$ cat config.mk
export PLATFORM = sky130hd
export DESIGN_NAME = demux_sel_sequencer
export DESIGN_NICKNAME = d
export VERILOG_FILES = /design/src/rtl/demux_sel_sequencer.sv
export SDC_FILE = /design/constraint.sdc
export NUM_CORES = 1
export LEC_CHECK = 0
export ABC_AREA = 1
export BUFFER_PORTS_ARGS = -buffer_cell sky130_fd_sc_hd__buf_2
export CAP_MARGIN = 20
export CORE_MARGIN = 5
export CORE_UTILIZATION = 50
export CTS_CLUSTER_SIZE = 28
export DETAILED_ROUTE_END_ITERATION = 12
export HOLD_SLACK_MARGIN = 0.06
export PLACE_DENSITY = 0.73
export SKIP_CTS_REPAIR_TIMING = 1
export SYNTH_ARGS = -nofsm -noshare
export SYNTH_HDL_FRONTEND = slang
export SYNTH_SLANG_ARGS = --single-unit
$ cat constraint.sdc
create_clock -name clk -period 2.8 [get_ports clk]
set_clock_uncertainty 0.2 [all_clocks]
set_input_delay 0.42 -clock clk [delete_from_list [all_inputs] [get_ports clk]]
set_output_delay 0.42 -clock clk [all_outputs]
set_load 0.05 [all_outputs]
$ cat src/rtl/demux_sel_sequencer.sv
`default_nettype none
// ============================================================================
// Module      : demux_sel_sequencer
// Description : Upstream driver for an 8-way demultiplexer. Sweeps the select
//               across the enabled channels, holding each channel for a
//               programmable dwell. Supports single-sweep and continuous
//               modes, a start/done handshake and a synchronous abort.
//               All outputs are registered.
// Revision    : 1.0 - initial release
// ============================================================================
module demux_sel_sequencer #(
  parameter int SEL_W   = 3,
  parameter int DWELL_W = 8,
  parameter int CNT_W   = 8
) (
  input  logic                    clk,
  input  logic                    rst_n,
  input  logic                    start,
  input  logic                    cont,
  input  logic                    abort,
  input  logic [DWELL_W-1:0]      dwell,
  input  logic [(1<<SEL_W)-1:0]   en_mask,
  input  logic                    data_in,
  output logic                    demux_a,
  output logic [SEL_W-1:0]        demux_s,
  output logic                    valid,
  output logic                    busy,
  output logic                    done,
  output logic [CNT_W-1:0]        sweep_cnt
);

  localparam int NCH = 1 << SEL_W;

  typedef enum logic [1:0] {
    S_IDLE  = 2'd0,
    S_DWELL = 2'd1,
    S_DONE  = 2'd2
  } state_t;

  state_t             state_q, state_d;
  logic               demux_a_q, demux_a_d;
  logic [SEL_W-1:0]   demux_s_q, demux_s_d;
  logic               valid_q, valid_d;
  logic               busy_q, busy_d;
  logic               done_q, done_d;
  logic [CNT_W-1:0]   sweep_cnt_q, sweep_cnt_d;
  logic [DWELL_W-1:0] dwell_q, dwell_d;
  logic [NCH-1:0]     mask_q, mask_d;
  logic               cont_q, cont_d;
  logic [DWELL_W-1:0] cnt_q, cnt_d;
  logic [NCH-1:0]     above_mask;

  // Index of the lowest set bit; 0 when the vector is empty.
  function automatic logic [SEL_W-1:0] lowest_set(input logic [NCH-1:0] m);
    lowest_set = '0;
    for (int i = NCH - 1; i >= 0; i--) begin
      if (m[i]) lowest_set = SEL_W'(i);
    end
  endfunction

  // Enabled channels strictly above the channel currently presented.
  always_comb begin
    above_mask = '0;
    for (int i = 0; i < NCH; i++) begin
      above_mask[i] = mask_q[i] && (i > int'(demux_s_q));
    end
  end

  // Next-state and next-output computation for the sweep sequencer.
  always_comb begin
    state_d     = state_q;
    demux_a_d   = 1'b0;
    demux_s_d   = demux_s_q;
    valid_d     = 1'b0;
    busy_d      = 1'b0;
    done_d      = 1'b0;
    sweep_cnt_d = sweep_cnt_q;
    dwell_d     = dwell_q;
    mask_d      = mask_q;
    cont_d      = cont_q;
    cnt_d       = cnt_q;

    case (state_q)
      S_IDLE: begin
        if (!abort && start) begin
          if (|en_mask) begin
            // Zero dwell is promoted to one so every channel gets a cycle.
            dwell_d   = (dwell == '0) ? DWELL_W'(1) : dwell;
            mask_d    = en_mask;
            cont_d    = cont;
            state_d   = S_DWELL;
            demux_s_d = lowest_set(en_mask);
            cnt_d     = '0;
            valid_d   = 1'b1;
            busy_d    = 1'b1;
            demux_a_d = data_in;
          end else begin
            // Nothing enabled: finish immediately without a valid cycle.
            state_d = S_DONE;
            done_d  = 1'b1;
            busy_d  = 1'b1;
          end
        end
      end

      S_DWELL: begin
        if (abort) begin
          state_d = S_IDLE;
        end else if (cnt_q == dwell_q - DWELL_W'(1)) begin
          if (|above_mask) begin
            demux_s_d = lowest_set(above_mask);
            cnt_d     = '0;
            valid_d   = 1'b1;
            busy_d    = 1'b1;
            demux_a_d = data_in;
          end else begin
            sweep_cnt_d = sweep_cnt_q + CNT_W'(1);
            if (cont_q) begin
              demux_s_d = lowest_set(mask_q);
              cnt_d     = '0;
              valid_d   = 1'b1;
              busy_d    = 1'b1;
              demux_a_d = data_in;
            end else begin
              state_d = S_DONE;
              done_d  = 1'b1;
              busy_d  = 1'b1;
            end
          end
        end else begin
          cnt_d     = cnt_q + DWELL_W'(1);
          valid_d   = 1'b1;
          busy_d    = 1'b1;
          demux_a_d = data_in;
        end
      end

      S_DONE: begin
        state_d = S_IDLE;
      end

      default: begin
        state_d = S_IDLE;
      end
    endcase
  end

  // State and output registers with synchronous active-low reset.
  always_ff @(posedge clk) begin
    if (!rst_n) begin
      state_q     <= S_IDLE;
      demux_a_q   <= 1'b0;
      demux_s_q   <= '0;
      valid_q     <= 1'b0;
      busy_q      <= 1'b0;
      done_q      <= 1'b0;
      sweep_cnt_q <= '0;
      dwell_q     <= '0;
      mask_q      <= '0;
      cont_q      <= 1'b0;
      cnt_q       <= '0;
    end else begin
      state_q     <= state_d;
      demux_a_q   <= demux_a_d;
      demux_s_q   <= demux_s_d;
      valid_q     <= valid_d;
      busy_q      <= busy_d;
      done_q      <= done_d;
      sweep_cnt_q <= sweep_cnt_d;
      dwell_q     <= dwell_d;
      mask_q      <= mask_d;
      cont_q      <= cont_d;
      cnt_q       <= cnt_d;
    end
  end

  assign demux_a   = demux_a_q;
  assign demux_s   = demux_s_q;
  assign valid     = valid_q;
  assign busy      = busy_q;
  assign done      = done_q;
  assign sweep_cnt = sweep_cnt_q;

endmodule
`default_nettype wire

# After elaboration in Yosys (flattened, before gate mapping)
# Index checks and enable logic that the tools add are counted.
[totals] input_bits=22 ff_bits=42 word_cells=122 output_inout_bits=15
[op_classes] n_bitwise=2 order_cmp=7 eq_ne=11 muxes=69 reduce_logical=19 n_addsub=3
[op_table] op="$mux W3" n=29
[op_table] op="$mux W8" n=7
[op_table] op="$mux W1" n=20
[op_table] op="$add A8 B1 Y8 const B" n=2
[op_table] op="$pmux W8 S2" n=1
[op_table] op="$gt A3 B3 Y1 const A" n=4
[op_table] op="$mux W2" n=6
[op_table] op="$ne A3 B3 Y1 const B" n=4
[op_table] op="$eq A8 B8 Y1" n=1
[op_table] op="$logic_and A1 B1 Y1" n=8
[op_table] op="$logic_not A8 Y1" n=1
[op_table] op="$ne A2 B2 Y1 const B" n=4
[op_table] op="$pmux W1 S2" n=4
[op_table] op="$reduce_and A4 Y1" n=2
[op_table] op="$reduce_or A8 Y1" n=1
[op_table] op="$sub A8 B1 Y8 const B" n=1
[op_table] op="$reduce_or A7 Y1" n=1
[op_table] op="$gt A2 B3 Y1 const A" n=2
[op_table] op="$pmux W3 S2" n=1
[op_table] op="$reduce_and A6 Y1" n=1
[op_table] op="$reduce_and A5 Y1" n=1
[op_table] op="$ne A4 B4 Y1 const B" n=1
[op_table] op="$pmux W2 S2" n=1
[op_table] op="$gt A1 B3 Y1 const A" n=1
[op_table] op="6 further kinds" n=7

# Logic depth before layout (Yosys ltp)
[depth] ltp_word=13 mapped_depth=15 ltp_nobuf=15

# Worst setup path before layout
# Ideal clock, no wire load.
[synth_timing] kind="register -> register" from="register demux_s_q[1] (netlist: demux_s[1])" to="register sweep_cnt_q[5] (netlist: sweep_cnt[5])" setup_time_ns=0.132 stages_incl_launch_ff=10 arrival_ns=1.772 required_ns=2.468 path_buffers=0 slack_ns=0.696 path_cell_list="dfxtp_1 nand3_1 nand2_1 nand2_1 nor2_2 nand2_1 nor2_4 nand4_2 nand2_1 a21oi_1"
[synth_between] elab_chain_len=5
[synth_lines] item="from (decl)" line="42" text="logic [SEL_W-1:0] demux_s_q, demux_s_d;"
[synth_lines] item="from (signal assigned)" line="165" text="demux_s_q <= demux_s_d;"
[synth_lines] item="$gt A1 B3 Y1 (tied with other cells)" line="65" text="above_mask[i] = mask_q[i] && (i > int'(demux_s_q));"
[synth_lines] item="$logic_and A1 B1 Y1" line="65"
[synth_lines] item="$reduce_or A7 Y1 *" line="110" text="if (|above_mask) begin"
[synth_lines] item="$not A1 Y1 (no source line) *"
[synth_lines] item="$reduce_and A4 Y1 (no source line) *"
[synth_lines] item="to (signal assigned)" line="169" text="sweep_cnt_q <= sweep_cnt_d;"
[synth_lines] item="to (decl)" line="46" text="logic [CNT_W-1:0] sweep_cnt_q, sweep_cnt_d;"
# Every way passes the cells marked *; elsewhere a longest branch is shown, timed or not.
# A chain may end at the register's enable or synchronous reset.

# Worst setup path in the final report
[layout_timing] from="register dwell_q[0]" to="register demux_s_q[0] (netlist: demux_s[0])"
[layout_between] elab_chain_len=4
[layout_lines] item="from (decl)" line="47" text="logic [DWELL_W-1:0] dwell_q, dwell_d;"
[layout_lines] item="from (signal assigned)" line="170" text="dwell_q <= dwell_d;"
[layout_lines] item="$sub A8 B1 Y8" line="109" text="end else if (cnt_q == dwell_q - DWELL_W'(1)) begin"
[layout_lines] item="$eq A8 B8 Y1" line="109"
[layout_lines] item="$ne A2 B2 Y1 (no source line)"
[layout_lines] item="$reduce_and A6 Y1 (no source line)"
# No other way between the ends.

==> results.sh <==
export IMPL_status="finished, final reports clean"
export IMPL_rsz0062_at_grt="no"
export IMPL_cts_buffers=5
export IMPL_ys_seq_elements=42
export IMPL_final_util=0.589
export IMPL_cts_root_buf="clkbuf_8"
export IMPL_cts_max_level=2
export IMPL_vias=2661
export IMPL_post_dp_hpwl_microns=4780
export IMPL_area_growth_pct=14.6
export IMPL_yosys_warnings=0
export IMPL_die_h_microns=82.2
export IMPL_hold_viol=0
export IMPL_dr_pass1_iters=4
export IMPL_crit_path_end_kind="flip-flop"
export IMPL_cts_sinks=42
export IMPL_final_area_sq_um=2990
export IMPL_core_area_sq_um=5070
export IMPL_synth_commonest_cells="nand2_1 (97), nor2_1 (51), inv_1 (46)"
export IMPL_dominantRegCellSynth="dfxtp_1"
export IMPL_regArea_sq_um=841
export IMPL_overflow=0
export IMPL_clk_pin_slew_ns=0.09
export IMPL_routabilityCongestion=0.840
export IMPL_syn_area_sq_um=2610
export IMPL_worstPathArrival_ns=2.28
export IMPL_nFillCells=521
export IMPL_finalSetupTns_ns=0
export IMPL_crit_fanout=10
export IMPL_power_density_nw_per_um2=529
export IMPL_yosys_area_top_type="dfxtp_1"
export IMPL_via_per_inst=5.21
export IMPL_postSynthAreaPerCell_sq_um=6.47
export IMPL_wl_microns=6330
export IMPL_grt_util_all_layers=0.201
export IMPL_dieArea_sq_um=6760
export IMPL_path_class="flip-flop to flip-flop"
export IMPL_slew_limit_headroom=0.666
export IMPL_grt_pass1_wl_microns=10600
export IMPL_start_util=0.514
export IMPL_tritoncts="yes"
export IMPL_synth_cell_types=35
export IMPL_synth_edff_count=0
export IMPL_critPathRequiredTime_ns=2.83
export IMPL_maxCapViolCount=0
export IMPL_clk_latency_ns=0.30
export IMPL_grt_max_degree=30
export IMPL_drc_errors=0
export IMPL_ys_seq_area_frac=0.323
export IMPL_rows=26
export IMPL_synth_area_top_cells="dfxtp_1 (32%), nand2_1 (14%), nor2_1 (7.3%), a21oi_1 (7.3%), nand3_1 (7.3%)"
export IMPL_min_path_type="primary input to flip-flop"
export IMPL_cts_max_path_buffers=2
export IMPL_drt_initial_drc_count=149
export IMPL_min_period_ns=2.25
export IMPL_fmax_ghz=0.445
export IMPL_avgRoutedWirePerCell_microns=12.4
export IMPL_antennaDiodeCount=0
export IMPL_syn_nets=428
export IMPL_drtAntennaViolNets=0
export IMPL_dpl_cell_area_sq_um=2850
export IMPL_start_kind="flip-flop"
export IMPL_port_buffers=36
export IMPL_io_pins=37
export IMPL_setup_viol=0
export IMPL_finalCritPeriodShare=0.803
export IMPL_multi_input_area_sq_um=1540
export IMPL_ir_drop_v=0.000306
export IMPL_synth_top_cell_area_share=0.323
export IMPL_layout_drive_gt1_share=0.166
export IMPL_grt_pass1_vias=2409
export IMPL_nNetsFinal=465
export IMPL_async_flop_share=0
export IMPL_synthCells=403
export IMPL_grt_antenna_before_repair=0
export IMPL_final_max_slew_violation_count=0
export IMPL_fp_dieW_microns=82.2
export IMPL_tightest_slew_ns=0.501
export IMPL_synth_most_common_cell="nand2_1"
export IMPL_power_leakage_nw=1.37
[where the power goes]
part | internal, mW | leakage, nW | switching [mW]
registers | 0.623 | 0.343 | 0.0298
logic | 0.105 | 0.959 | 0.218
clock network | 0.381 | 0.0714 | 0.224
total | 1.11 | 1.37 | 0.471
[per-stage QoR]
| stage | power, mW | hold WS (ns) | worst slack, ns | std cells |
|---|---|---|---|---|
| 2_1_floorplan | 0.908 | 0.238 | 0.696 | 403 |
| 3_3_place_gp | 0.981 | 0.281 | 0.608 | 503 |
| 3_5_place_dp | 0.986 | 0.284 | 0.600 | 503 |
| 4_1_cts | 1.59 | 0.162 | 0.552 | 511 |
| 5_1_grt | 1.66 | 0.157 | 0.373 | 511 |
| 6_report | 1.58 | 0.171 | 0.551 | 511 |
[kinds of logic after synthesis]
family	Yosys count	synth area share
AND/OR/NAND/NOR	221	0.404
adder cells (fa/ha/maj)	3	0.0144
AO/OA/AOI/OAI	71	0.145
flip-flops	42	0.323
XOR/XNOR	8	0.0269
buffers and inverters	58	0.0874
[cells in the final DEF (no fill, tap or decap), types with 2 or more instances in the layout]
master     Yosys  final
clkbuf_8       0      6
xnor2_1        6      6
inv_1         46     46
inv_2          5      5
nand2_4        3      3
a31oi_1        2      2
buf_2          2     36
ha_1           3      3
a21oi_1       38     38
o21ai_0       26     26
bufinv_16      0      2
nor2_2         3      3
nand2_1       97     97
nand3_2        2      2
nand3_1       38     38
dfxtp_1       42     42
nand3b_1       2      2
nor2_1        51     51
xor2_1         2      2
nor2_4         7      7
nor3_1         2      2
nand4_1        6      6
nand2_2        4      4
[metal layers]
layer,wire (microns),vias up,GRT usage,share of wire
li1,-,1383,-,-
met1,3020,1204,0.263,0.48
met2,2930,65,0.325,0.46
met3,272,9,0.0380,0.043
met4,104,0,0.0797,0.016
met5,0,-,0,0
[area by class of cell]
type                       count  share of cell area
multi-input combinational    303               0.515
sequential                    42               0.281
inverter                      51              0.0641
timing repair buffer          37              0.0628
tap                           70              0.0293
clock buffer                   6              0.0276
clock inverter                 2              0.0201
[sequential cells by signal, indices dropped and copies added, names as in the netlist]
register and flops:
mask_q 8, demux_s 3, valid 1, dwell_q 8, demux_a 1, done 1, cont_q 1, cnt_q 8
state_q 2, sweep_cnt 8, busy 1
[path summary, 6_finish.rpt]
path / start / cells past startpoint / slack, ns / to
worst max register to register: dwell_q[0] / 15 / 0.55 / demux_s[0]
worst min register to register: dwell_q[6] / 2 / 0.29 / dwell_q[6]
worst min-delay path: data_in / 2 / 0.17 / demux_a
worst max-delay path: dwell_q[0] / 15 / 0.55 / demux_s[0]
[critical path: stages, from the launching register on]
cell and delay (ns):
dfxtp_1 0.38, inv_2 0.08, ha_1 0.32, inv_1 0.06
nand2_1 0.04, nand2_1 0.06, nand2_1 0.08, nor2_1 0.11
nand3_1 0.12, nor2_4 0.20, nand2_4 0.12, nand2_2 0.13
nand2_2 0.06, nand2_1 0.05, nand2_1 0.04, nor2_1 0.12
Note: power is estimated with default switching activity, not from simulation.
